`config.mk`:
```
export PLATFORM = sky130hd
export DESIGN_NAME = wb_commit_flat
export DESIGN_NICKNAME = d
export VERILOG_FILES = /design/src/rtl/wb_commit_pkg.sv /design/src/rtl/wb_commit_if.sv /design/src/rtl/wb_scoreboard.sv /design/src/rtl/wb_commit.sv /design/src/flat_wrapper.sv
export SDC_FILE = /design/constraint.sdc
export NUM_CORES = 1
export LEC_CHECK = 0
export CORE_ASPECT_RATIO = 1.2
export CORE_UTILIZATION = 53
export CTS_BUF_LIST = sky130_fd_sc_hd__clkbuf_8
export DETAILED_ROUTE_END_ITERATION = 10
export PLACE_DENSITY = 0.95
export RECOVER_POWER = 50
export SYNTH_ARGS = -nofsm -noshare
export SYNTH_HDL_FRONTEND = slang
export SYNTH_SLANG_ARGS = --single-unit
```
`constraint.sdc`:
```
create_clock -name cpu_clk -period 5.15 [get_ports cpu_clk]
set_input_delay 0.7725 -clock cpu_clk [delete_from_list [all_inputs] [get_ports cpu_clk]]
set_output_delay 0.7725 -clock cpu_clk [all_outputs]
set_load 0.01 [all_outputs]
```
`src/rtl/wb_commit_pkg.sv`:
```
// Shared constants and types for the write-back commit stage.
// Default widths and the hard-wired zero register index live here so the
// interface, top level and scoreboard agree on them.
package wb_commit_pkg;

    localparam int WB_DW        = 32;  // result / RF write data width
    localparam int WB_AW        = 5;   // register index width
    localparam int REG_ZERO_IDX = 0;   // register that always reads as zero

    // Skid buffer occupancy: the only state this stage carries besides the
    // scoreboard and output register.
    typedef enum logic {
        SKID_EMPTY = 1'b0,
        SKID_FULL  = 1'b1
    } skid_state_t;

endpackage

```
`src/rtl/wb_commit_if.sv`:
```
// Bundle of ALU, load, decode-query and RF write-port signals around
// wb_commit. The slave modport is the commit stage itself; the master
// modport is its environment (ALU, LSU, decode and register file).
interface wb_commit_if
    import wb_commit_pkg::*;
#(
    parameter int DW = WB_DW,
    parameter int AW = WB_AW
) ();

    logic          alu_valid;
    logic          alu_ready;
    logic [AW-1:0] alu_dst;
    logic [DW-1:0] alu_val;

    logic          ld_iss_valid;
    logic [AW-1:0] ld_iss_dst;
    logic          ld_rsp_valid;
    logic [AW-1:0] ld_rsp_dst;
    logic [DW-1:0] ld_rsp_val;

    logic [AW-1:0] rR1;
    logic [AW-1:0] rR2;
    logic          busy1;
    logic          busy2;
    logic          fwd_hit1;
    logic          fwd_hit2;
    logic [DW-1:0] fwd_val1;
    logic [DW-1:0] fwd_val2;

    logic          we;
    logic [AW-1:0] wR;
    logic [DW-1:0] wD;
    logic          sb_err;

    modport slave (
        input  alu_valid, alu_dst, alu_val,
        input  ld_iss_valid, ld_iss_dst, ld_rsp_valid, ld_rsp_dst, ld_rsp_val,
        input  rR1, rR2,
        output alu_ready, busy1, busy2, fwd_hit1, fwd_hit2, fwd_val1, fwd_val2,
        output we, wR, wD, sb_err
    );

    modport master (
        output alu_valid, alu_dst, alu_val,
        output ld_iss_valid, ld_iss_dst, ld_rsp_valid, ld_rsp_dst, ld_rsp_val,
        output rR1, rR2,
        input  alu_ready, busy1, busy2, fwd_hit1, fwd_hit2, fwd_val1, fwd_val2,
        input  we, wR, wD, sb_err
    );

endinterface

```
`src/rtl/wb_scoreboard.sv`:
```
// Load scoreboard: one pending bit per architectural register. Issue sets a
// bit, the written load response clears it (set wins on a same-cycle
// collision), two combinational query ports feed decode, and a sticky error
// flags responses to idle registers and ALU writes to pending ones.
module wb_scoreboard
    import wb_commit_pkg::*;
#(
    parameter int AW = WB_AW
) (
    input  logic          i_clk,
    input  logic          i_rstn,
    input  logic          i_set_en,
    input  logic [AW-1:0] i_set_idx,
    input  logic          i_clr_en,
    input  logic [AW-1:0] i_clr_idx,
    input  logic          i_chk_en,
    input  logic [AW-1:0] i_chk_idx,
    input  logic [AW-1:0] i_q1_idx,
    input  logic [AW-1:0] i_q2_idx,
    output logic          o_busy1,
    output logic          o_busy2,
    output logic          o_err
);

    localparam int NREG = 1 << AW;

    logic [NREG-1:0] r_pend;
    logic [NREG-1:0] w_set_mask;
    logic [NREG-1:0] w_clr_mask;
    logic [NREG-1:0] w_pend_nxt;
    logic            w_err_evt;
    logic            r_err;

    // Next pending vector and protocol-violation detect from the current bits.
    always_comb begin
        w_set_mask = '0;
        w_clr_mask = '0;
        if (i_set_en && (i_set_idx != AW'(REG_ZERO_IDX)))
            w_set_mask[i_set_idx] = 1'b1;
        if (i_clr_en)
            w_clr_mask[i_clr_idx] = 1'b1;
        w_pend_nxt = (r_pend & ~w_clr_mask) | w_set_mask;
        w_err_evt  = (i_clr_en && !r_pend[i_clr_idx]) ||
                     (i_chk_en &&  r_pend[i_chk_idx]);
    end

    // Pending bits and sticky error; reset forgets every in-flight load.
    always_ff @(posedge i_clk) begin
        if (!i_rstn) begin
            r_pend <= '0;
            r_err  <= 1'b0;
        end else begin
            r_pend <= w_pend_nxt;
            r_err  <= r_err | w_err_evt;
        end
    end

    assign o_busy1 = r_pend[i_q1_idx];
    assign o_busy2 = r_pend[i_q2_idx];
    assign o_err   = r_err;

endmodule

```
`src/rtl/wb_commit.sv`:
```
// Write-back commit stage: merges load responses and ALU results into one
// registered RF write port (priority load > skid buffer > ALU), tracks
// outstanding loads in wb_scoreboard and answers decode hazard queries.
// Optional build macro WB_BYPASS_EN forwards the in-flight write to decode;
// without it decode sees the output-stage register as busy instead.
module wb_commit
    import wb_commit_pkg::*;
#(
    parameter int DW = WB_DW,
    parameter int AW = WB_AW
) (
    input  logic     cpu_clk,
    input  logic     cpu_rstn,
    wb_commit_if.slave bus
);

    skid_state_t   r_skid_state;
    skid_state_t   w_skid_state_nxt;
    logic [AW-1:0] r_skid_dst;
    logic [DW-1:0] r_skid_val;
    logic          w_skid_load;

    logic          w_alu_ready;
    logic          w_alu_acc;
    logic          w_sel_vld;
    logic [AW-1:0] w_sel_dst;
    logic [DW-1:0] w_sel_val;
    logic          w_sel_we;

    logic          r_we_p1;
    logic [AW-1:0] r_wr_p1;
    logic [DW-1:0] r_wd_p1;

    logic          w_sb_busy1;
    logic          w_sb_busy2;
    logic          w_sb_err;
    logic          w_out_hit1;
    logic          w_out_hit2;

    assign w_alu_ready = (r_skid_state == SKID_EMPTY);
    assign w_alu_acc   = bus.alu_valid && w_alu_ready;

    // Source select and skid buffer control: a load response always wins and
    // parks a simultaneously accepted ALU result in the skid buffer.
    always_comb begin
        w_sel_vld        = 1'b0;
        w_sel_dst        = bus.alu_dst;
        w_sel_val        = bus.alu_val;
        w_skid_load      = 1'b0;
        w_skid_state_nxt = r_skid_state;
        if (bus.ld_rsp_valid) begin
            w_sel_vld = 1'b1;
            w_sel_dst = bus.ld_rsp_dst;
            w_sel_val = bus.ld_rsp_val;
            if (w_alu_acc) begin
                w_skid_load      = 1'b1;
                w_skid_state_nxt = SKID_FULL;
            end
        end else if (r_skid_state == SKID_FULL) begin
            w_sel_vld        = 1'b1;
            w_sel_dst        = r_skid_dst;
            w_sel_val        = r_skid_val;
            w_skid_state_nxt = SKID_EMPTY;
        end else if (w_alu_acc) begin
            w_sel_vld = 1'b1;
        end
        w_sel_we = w_sel_vld && (w_sel_dst != AW'(REG_ZERO_IDX));
    end

    // Skid buffer occupancy.
    always_ff @(posedge cpu_clk) begin
        if (!cpu_rstn)
            r_skid_state <= SKID_EMPTY;
        else
            r_skid_state <= w_skid_state_nxt;
    end

    // Skid buffer payload; only meaningful while occupied, so it is not reset.
    always_ff @(posedge cpu_clk) begin
        if (w_skid_load) begin
            r_skid_dst <= bus.alu_dst;
            r_skid_val <= bus.alu_val;
        end
    end

    // ---- output stage: registered RF write port ----
    always_ff @(posedge cpu_clk) begin
        if (!cpu_rstn) begin
            r_we_p1 <= 1'b0;
            r_wr_p1 <= '0;
            r_wd_p1 <= '0;
        end else begin
            r_we_p1 <= w_sel_we;
            if (w_sel_we) begin
                r_wr_p1 <= w_sel_dst;
                r_wd_p1 <= w_sel_val;
            end
        end
    end

    wb_scoreboard #(.AW(AW)) u_sb (
        .i_clk     (cpu_clk),
        .i_rstn    (cpu_rstn),
        .i_set_en  (bus.ld_iss_valid),
        .i_set_idx (bus.ld_iss_dst),
        .i_clr_en  (bus.ld_rsp_valid),
        .i_clr_idx (bus.ld_rsp_dst),
        .i_chk_en  (w_alu_acc),
        .i_chk_idx (bus.alu_dst),
        .i_q1_idx  (bus.rR1),
        .i_q2_idx  (bus.rR2),
        .o_busy1   (w_sb_busy1),
        .o_busy2   (w_sb_busy2),
        .o_err     (w_sb_err)
    );

    // Output stage is writing a decode source register this cycle.
    assign w_out_hit1 = r_we_p1 && (r_wr_p1 == bus.rR1) && (bus.rR1 != AW'(REG_ZERO_IDX));
    assign w_out_hit2 = r_we_p1 && (r_wr_p1 == bus.rR2) && (bus.rR2 != AW'(REG_ZERO_IDX));

`ifdef WB_BYPASS_EN
    assign bus.fwd_hit1 = w_out_hit1;
    assign bus.fwd_hit2 = w_out_hit2;
    assign bus.fwd_val1 = w_out_hit1 ? r_wd_p1 : '0;
    assign bus.fwd_val2 = w_out_hit2 ? r_wd_p1 : '0;
    assign bus.busy1    = w_sb_busy1;
    assign bus.busy2    = w_sb_busy2;
`else
    // No forwarding path: the register being written is not yet readable.
    assign bus.fwd_hit1 = 1'b0;
    assign bus.fwd_hit2 = 1'b0;
    assign bus.fwd_val1 = '0;
    assign bus.fwd_val2 = '0;
    assign bus.busy1    = w_sb_busy1 | w_out_hit1;
    assign bus.busy2    = w_sb_busy2 | w_out_hit2;
`endif

    assign bus.alu_ready = w_alu_ready;
    assign bus.we        = r_we_p1;
    assign bus.wR        = r_wr_p1;
    assign bus.wD        = r_wd_p1;
    assign bus.sb_err    = w_sb_err;

endmodule

```
`src/flat_wrapper.sv`:
```
// flat-port wrapper written by rule: the top's interface ports become plain ports
module wb_commit_flat import wb_commit_pkg::*;
#(
    parameter int DW = WB_DW,
    parameter int AW = WB_AW
)
  (cpu_clk, cpu_rstn, bus_alu_valid, bus_alu_dst, bus_alu_val, bus_ld_iss_valid, bus_ld_iss_dst, bus_ld_rsp_valid, bus_ld_rsp_dst, bus_ld_rsp_val, bus_rR1, bus_rR2, bus_alu_ready, bus_busy1, bus_busy2, bus_fwd_hit1, bus_fwd_hit2, bus_fwd_val1, bus_fwd_val2, bus_we, bus_wR, bus_wD, bus_sb_err);
  wb_commit_if #(.DW(DW), .AW(AW)) bus_i ();
  input  logic cpu_clk;
  input  logic cpu_rstn;
  input wire logic [$bits(bus_i.alu_valid)-1:0] bus_alu_valid;
  input wire logic [$bits(bus_i.alu_dst)-1:0] bus_alu_dst;
  input wire logic [$bits(bus_i.alu_val)-1:0] bus_alu_val;
  input wire logic [$bits(bus_i.ld_iss_valid)-1:0] bus_ld_iss_valid;
  input wire logic [$bits(bus_i.ld_iss_dst)-1:0] bus_ld_iss_dst;
  input wire logic [$bits(bus_i.ld_rsp_valid)-1:0] bus_ld_rsp_valid;
  input wire logic [$bits(bus_i.ld_rsp_dst)-1:0] bus_ld_rsp_dst;
  input wire logic [$bits(bus_i.ld_rsp_val)-1:0] bus_ld_rsp_val;
  input wire logic [$bits(bus_i.rR1)-1:0] bus_rR1;
  input wire logic [$bits(bus_i.rR2)-1:0] bus_rR2;
  output wire logic [$bits(bus_i.alu_ready)-1:0] bus_alu_ready;
  output wire logic [$bits(bus_i.busy1)-1:0] bus_busy1;
  output wire logic [$bits(bus_i.busy2)-1:0] bus_busy2;
  output wire logic [$bits(bus_i.fwd_hit1)-1:0] bus_fwd_hit1;
  output wire logic [$bits(bus_i.fwd_hit2)-1:0] bus_fwd_hit2;
  output wire logic [$bits(bus_i.fwd_val1)-1:0] bus_fwd_val1;
  output wire logic [$bits(bus_i.fwd_val2)-1:0] bus_fwd_val2;
  output wire logic [$bits(bus_i.we)-1:0] bus_we;
  output wire logic [$bits(bus_i.wR)-1:0] bus_wR;
  output wire logic [$bits(bus_i.wD)-1:0] bus_wD;
  output wire logic [$bits(bus_i.sb_err)-1:0] bus_sb_err;
  assign bus_i.alu_valid = bus_alu_valid;
  assign bus_i.alu_dst = bus_alu_dst;
  assign bus_i.alu_val = bus_alu_val;
  assign bus_i.ld_iss_valid = bus_ld_iss_valid;
  assign bus_i.ld_iss_dst = bus_ld_iss_dst;
  assign bus_i.ld_rsp_valid = bus_ld_rsp_valid;
  assign bus_i.ld_rsp_dst = bus_ld_rsp_dst;
  assign bus_i.ld_rsp_val = bus_ld_rsp_val;
  assign bus_i.rR1 = bus_rR1;
  assign bus_i.rR2 = bus_rR2;
  assign bus_alu_ready = bus_i.alu_ready;
  assign bus_busy1 = bus_i.busy1;
  assign bus_busy2 = bus_i.busy2;
  assign bus_fwd_hit1 = bus_i.fwd_hit1;
  assign bus_fwd_hit2 = bus_i.fwd_hit2;
  assign bus_fwd_val1 = bus_i.fwd_val1;
  assign bus_fwd_val2 = bus_i.fwd_val2;
  assign bus_we = bus_i.we;
  assign bus_wR = bus_i.wR;
  assign bus_wD = bus_i.wD;
  assign bus_sb_err = bus_i.sb_err;
  wb_commit #(.DW(DW), .AW(AW)) u_core (.cpu_clk(cpu_clk), .cpu_rstn(cpu_rstn), .bus(bus_i));
endmodule
```
# == After elaboration in Yosys (flattened, before gate mapping) ==
# Cells that the tools add are included.
# totals
ff_bits,109
latchBits,0
ram_bits,0
romBits,0
input_bits,94
out_inout_bits,108
elab_cells,64
n_memories,0
# classes
n_addsub,0
multipliers,0
div,0
magnitude_cmp,7
eq_ne,2
shift,0
muxes,22
n_bitwise,7
reduce_logical,18
# op_table
operator,n
32-bit two-way mux,4
32-bit AND,1
32-bit NOT,1
32-bit bitwise OR,1
"5-bit by 6-bit < comparator with 1-bit output, second input constant",5
1-bit binary-select mux with 5-bit select,4
5-bit nonzero test,4
1-bit logical AND,11
1-bit demux with 5-bit select,2
5-bit == test,2
"5-bit by 1-bit >= comparator with 1-bit output, second input constant",2
1-bit two-way mux,10
5-bit two-way mux,2
1-bit bitwise OR,3
2-bit AND reduction,1
1-bit logical NOT,1
1-bit logical OR,1
1-bit NOT,1

# == Longest topological paths before layout ==
# logic_depth
word_depth,8
ltp_mapped,8
mapped_depth_nobuf,5

# == By module ==
# Synthesis repeated with hierarchy kept, for this count alone.
# unflattened
hier_cells,721
area_unflattened_um2,7624.8
# by_module_without_submodules
module,instances,cells_per_inst,area_each_um2,seq_area_each_um2
wb_commit,1,467,5173.7,1891.8
wb_scoreboard,1,254,2451.1,660.6

# == Worst setup path after synthesis ==
# No wires, ideal clock.
# synth_timing
path_type,input to output
startpoint,input port bus_rR1[0]
endpoint,output port bus_busy1
arrival_ns,2.178
required_time_ns,4.378
path_slack_ns,2.199
path_stages,5
path_buffers,1
cell_sequence,buf_2 > mux4_2 > mux4_2 > nand2b_1 > nand3_1
# synth_between
elab_chain_cells,4
elab_cells_between_ends,7
cone_classes,eq/ne (1); mux (2); bitwise (1); reduce/logical (3)
# synth_rtl
item,line_no,source
start: declaration,flat_wrapper.sv:19,input wire logic [$bits(bus_i.rR1)-1:0] bus_rR1;
branches (longest 3 deep; another with 1-bit binary-select mux with 5-bit select),n/a,
1-bit bitwise OR *,wb_commit.sv:134,assign bus.busy1 = w_sb_busy1 | w_out_hit1;
end: declaration,flat_wrapper.sv:22,output wire logic [$bits(bus_i.busy1)-1:0] bus_busy1;
# Mark *: on every way between the ends. The select of a mux whose other input is x is not followed.

# == Worst setup path in the final report ==
# layout_timing
startpoint,register u_core.r_skid_state
endpoint,output port bus_alu_ready
# layout_between
elab_chain_cells,1
# layout_rtl
item,line_no,source
start: declaration,wb_commit.sv:17,skid_state_t r_skid_state;
start signal: assignment,wb_commit.sv:75,r_skid_state <= w_skid_state_nxt;
1-bit NOT,wb_commit.sv:40,assign w_alu_ready = (r_skid_state == SKID_EMPTY);
end: declaration,flat_wrapper.sv:21,output wire logic [$bits(bus_i.alu_ready)-1:0] bus_alu_ready;
# No other way between the ends.

==> flow_metrics.tcl <==
set metrics [dict create \
    register_area_mm2 0.00255 \
    worst_skew_pair.late_latency_ps 380 \
    swShare_pct 30.9 \
    synth-compound-area-share_pct 12.8 \
    p_per_area_mw_per_mm2 236 \
    syn_inst 707 \
    p_leak_nw 3.05 \
    routed-via-count 5839 \
    syn_area_mm2 0.00691 \
    cts_resized 0 \
    startpoint "u_core.r_skid_state" \
    timing.final.crit_share_pct 80.9 \
    hold_violations 0 \
    antenna_cells 0 \
    max_freq_ghz 0.240 \
    start_util_pct 54.6 \
    drive_gt1_share_pct 7.55 \
    wl_um 18500 \
    switching_power_uw 596 \
    hold_path_class "flop to flop" \
    grt.total_usage_pct 27.7 \
    core.rowCount 45 \
    nets 897 \
    die_h_um 127 \
    rsz0062_at_grt "no" \
    pwr-share-comb_pct 22.8 \
    dr.pass1.iters 7 \
    synth_area_leaders "dfxtp_1 (21%), edfxtp_1 (16%), mux4_2 (10%)" \
    synth-seq-cells 109 \
    cp_top_family "buffers and inverters" \
    crit_buf_inv 3 \
    cap_violations 1 \
    yosysUniqueCellTypes 47 \
    ios 202 \
    dp_hpwl_um 13200 \
    cts_setup_buffers 0 \
    critPathLaunchType "flop" \
    fill_cells 972 \
    cts_sinks 109 \
    ir_worst_vdd_uv 138 \
    synthSimpleGateAreaFrac_pct 14.9 \
    cts_buffer_depth 2 \
    drc_errors 0 \
    finClkSkew_ps 20.5 \
    grt_overflow 0 \
    dieArea_mm2 0.0135 \
    port_buffers 135 \
    grt_max_degree 66 \
    h-tree-depth 3 \
    synthFlopType "dfxtp_1" \
    worstSetupPathType "flop to primary output" \
    fp.dieW_um 106 \
    max_slew_margin_pct -30.4 \
    drtIter0Drc 382 \
    seq_area_frac_synth_pct 36.9 \
    yosysMostFrequentCell "dfxtp_1" \
    grt_pass1_wl_um 29200 \
    worstPathCellList "clkbuf_1, inv_1, clkdlybuf4s50_1" \
    cts_hold_buf 0 \
    fin_setup_tns_ps 0 \
    pwr-share-clk_pct 26.3 \
    synthTopCellsByCount "dfxtp_1 (72), buf_4 (67), nand2_1 (50), mux2i_1 (48), nand3_1 (45)" \
    tightestPinTransition_ps 1960 \
    wl_per_cell_um 19.0 \
    cpPeakStageDelay_ps 1120 \
    numCtsBuffers 9 \
    yosysWarnings 0 \
    grt_pass1_vias 5535 \
    arrival_ps 3390 \
    p_int_mw 1.33 \
    final-setup-viol-count 0 \
    synth_top_cell_by_area "dfxtp_1" \
    clk_pin_slew_ps 110 \
    antenna_found_initial 0 \
    critPathRequiredTime_ps 4380 \
    violations "max-capacitance violations, max-slew violations" \
    syn_area_per_cell_um2 9.78 \
    synth_edf_count 37 \
    seqPwrFrac_pct 50.9 \
    syn_to_final_growth_pct 18.1 \
    synth_top_family_by_area "multiplexers" \
    min_from "u_core.bus.wD[0]" \
    slew_violations 38 \
    worstReg2RegStart "u_core.r_skid_state" \
    cts_tree "built" \
    async_reset_ff_share_pct 0 \
    multiInputGateArea_mm2 0.00383 \
    yosys-mux-area-fraction_pct 23.0 \
    setup_ws_ps 984 \
    gp_congestion 0.969 \
    fin_crit_ps 4170 \
    coreArea_mm2 0.0127 \
    cp_slowest_cell "clkbuf_1" \
    synth-xor-area-share_pct 1.01 \
    clock-root-buffer "clkbuf_8" \
    status "finished, violations left" \
    ant_nets 0 \
    vias_per_cell 6.01 \
    synth_adder_area_share_pct 0 \
    crit_path_end_kind "primary output" \
    pre_cts_slack_ps 1030 \
    critPathMaxFanout 24 \
    synth_top_cell_area_share_pct 20.8 \
]
## cells by family (layout without fill, tap and decap cells)
kind of cell / Yosys count / after routing
buf+inv: 122 / 158
compound gates: 147 / 147
simple gates: 206 / 206
other cells: 1 / 66
mux: 114 / 114
flops: 109 / 109
xor+xnor: 8 / 8
## worst paths after layout
check	end	slack, ps	cells after the start
setup / recovery	bus_alu_ready	980	3
hold / removal	u_core.bus.wD[0]	510	2
setup reg to reg	u_core.r_skid_val[8]	1260	3
hold reg to reg	u_core.bus.wD[0]	510	2
## cell usage in the layout, fill, tap and decap left out, drive strengths merged, types with 2 or more instances in the layout
master,instances
nor3,4
nor2b,2
a22oi,31
a31oi,32
buf,5
clkdlybuf4s50,57
dfxtp,72
nand2,50
nor2,42
or3b,3
xnor2,2
o21ai,40
xor2,6
and3b,2
and3,3
nand3b,7
clkinv,2
nand3,45
or3,2
inv,5
nor4,4
mux2i,48
nand2b,35
conb,66
mux4,32
edfxtp,37
dlygate4sd3,77
o22ai,4
clkbuf,10
mux2,34
nor3b,4
clkinvlp,2
a21oi,35
## power groups by stage
stage	combinational, mW	sequential, mW	clock (mW)
6_report	0.440	0.982	0.507
5_1_grt	0.478	0.988	0.560
4_1_cts	0.457	0.981	0.517
3_5_place_dp	0.454	1.00	0
3_3_place_gp	0.442	0.998	0
2_1_floorplan	0.289	1.00	0
## through the flow
step / hold slack (ps) / total power [mW] / util (%) / std cells / cell area, µm²
5_1_grt: 538 / 2.03 / 64.5 / 972 / 8170
3_5_place_dp: 496 / 1.45 / 63.0 / 956 / 7980
2_1_floorplan: 472 / 1.29 / - / 772 / 7160
6_report: 511 / 1.93 / 64.5 / 972 / 8170
3_3_place_gp: 480 / 1.44 / 63.0 / 956 / 7980
4_1_cts: 515 / 1.95 / 64.5 / 972 / 8170
## cell type report
| class | instances | area share [%] |
|---|---|---|
| clock buffers | 9 | 1.52 |
| clock inverters | 7 | 0.812 |
| inverters | 2 | 0.0919 |
| multi-input cells | 541 | 46.9 |
| flip-flops and latches | 109 | 31.3 |
| well taps | 164 | 2.51 |
| repair buffers | 140 | 16.9 |
## worst min-delay path, delay by kind of cell (launching register included)
kind	cells	cell delay [ps]
flops	1	330
simple gates	1	70
compound gates	1	70
## registers in the layout (all words and copies together) (netlist names)
register / count
u_core.bus.wR: 5
u_core.u_sb.r_pend: 32
u_core.u_sb.o_err: 1
u_core.r_skid_val: 32
u_core.r_skid_dst: 5
u_core.bus.we: 1
u_core.bus.wD: 32
u_core.r_skid_state: 1
## metal layers
layer	part of all wire (%)	wire, µm	vias to the layer above	global-route usage (%)
li1	-	-	2677	-
met1	38	6970	2720	34.6
met2	48	8920	376	45.3
met3	9.6	1780	66	5.66
met4	4.5	838	0	14.3
met5	0	0	-	0
Note: power is estimated with default switching activity, not from simulation.
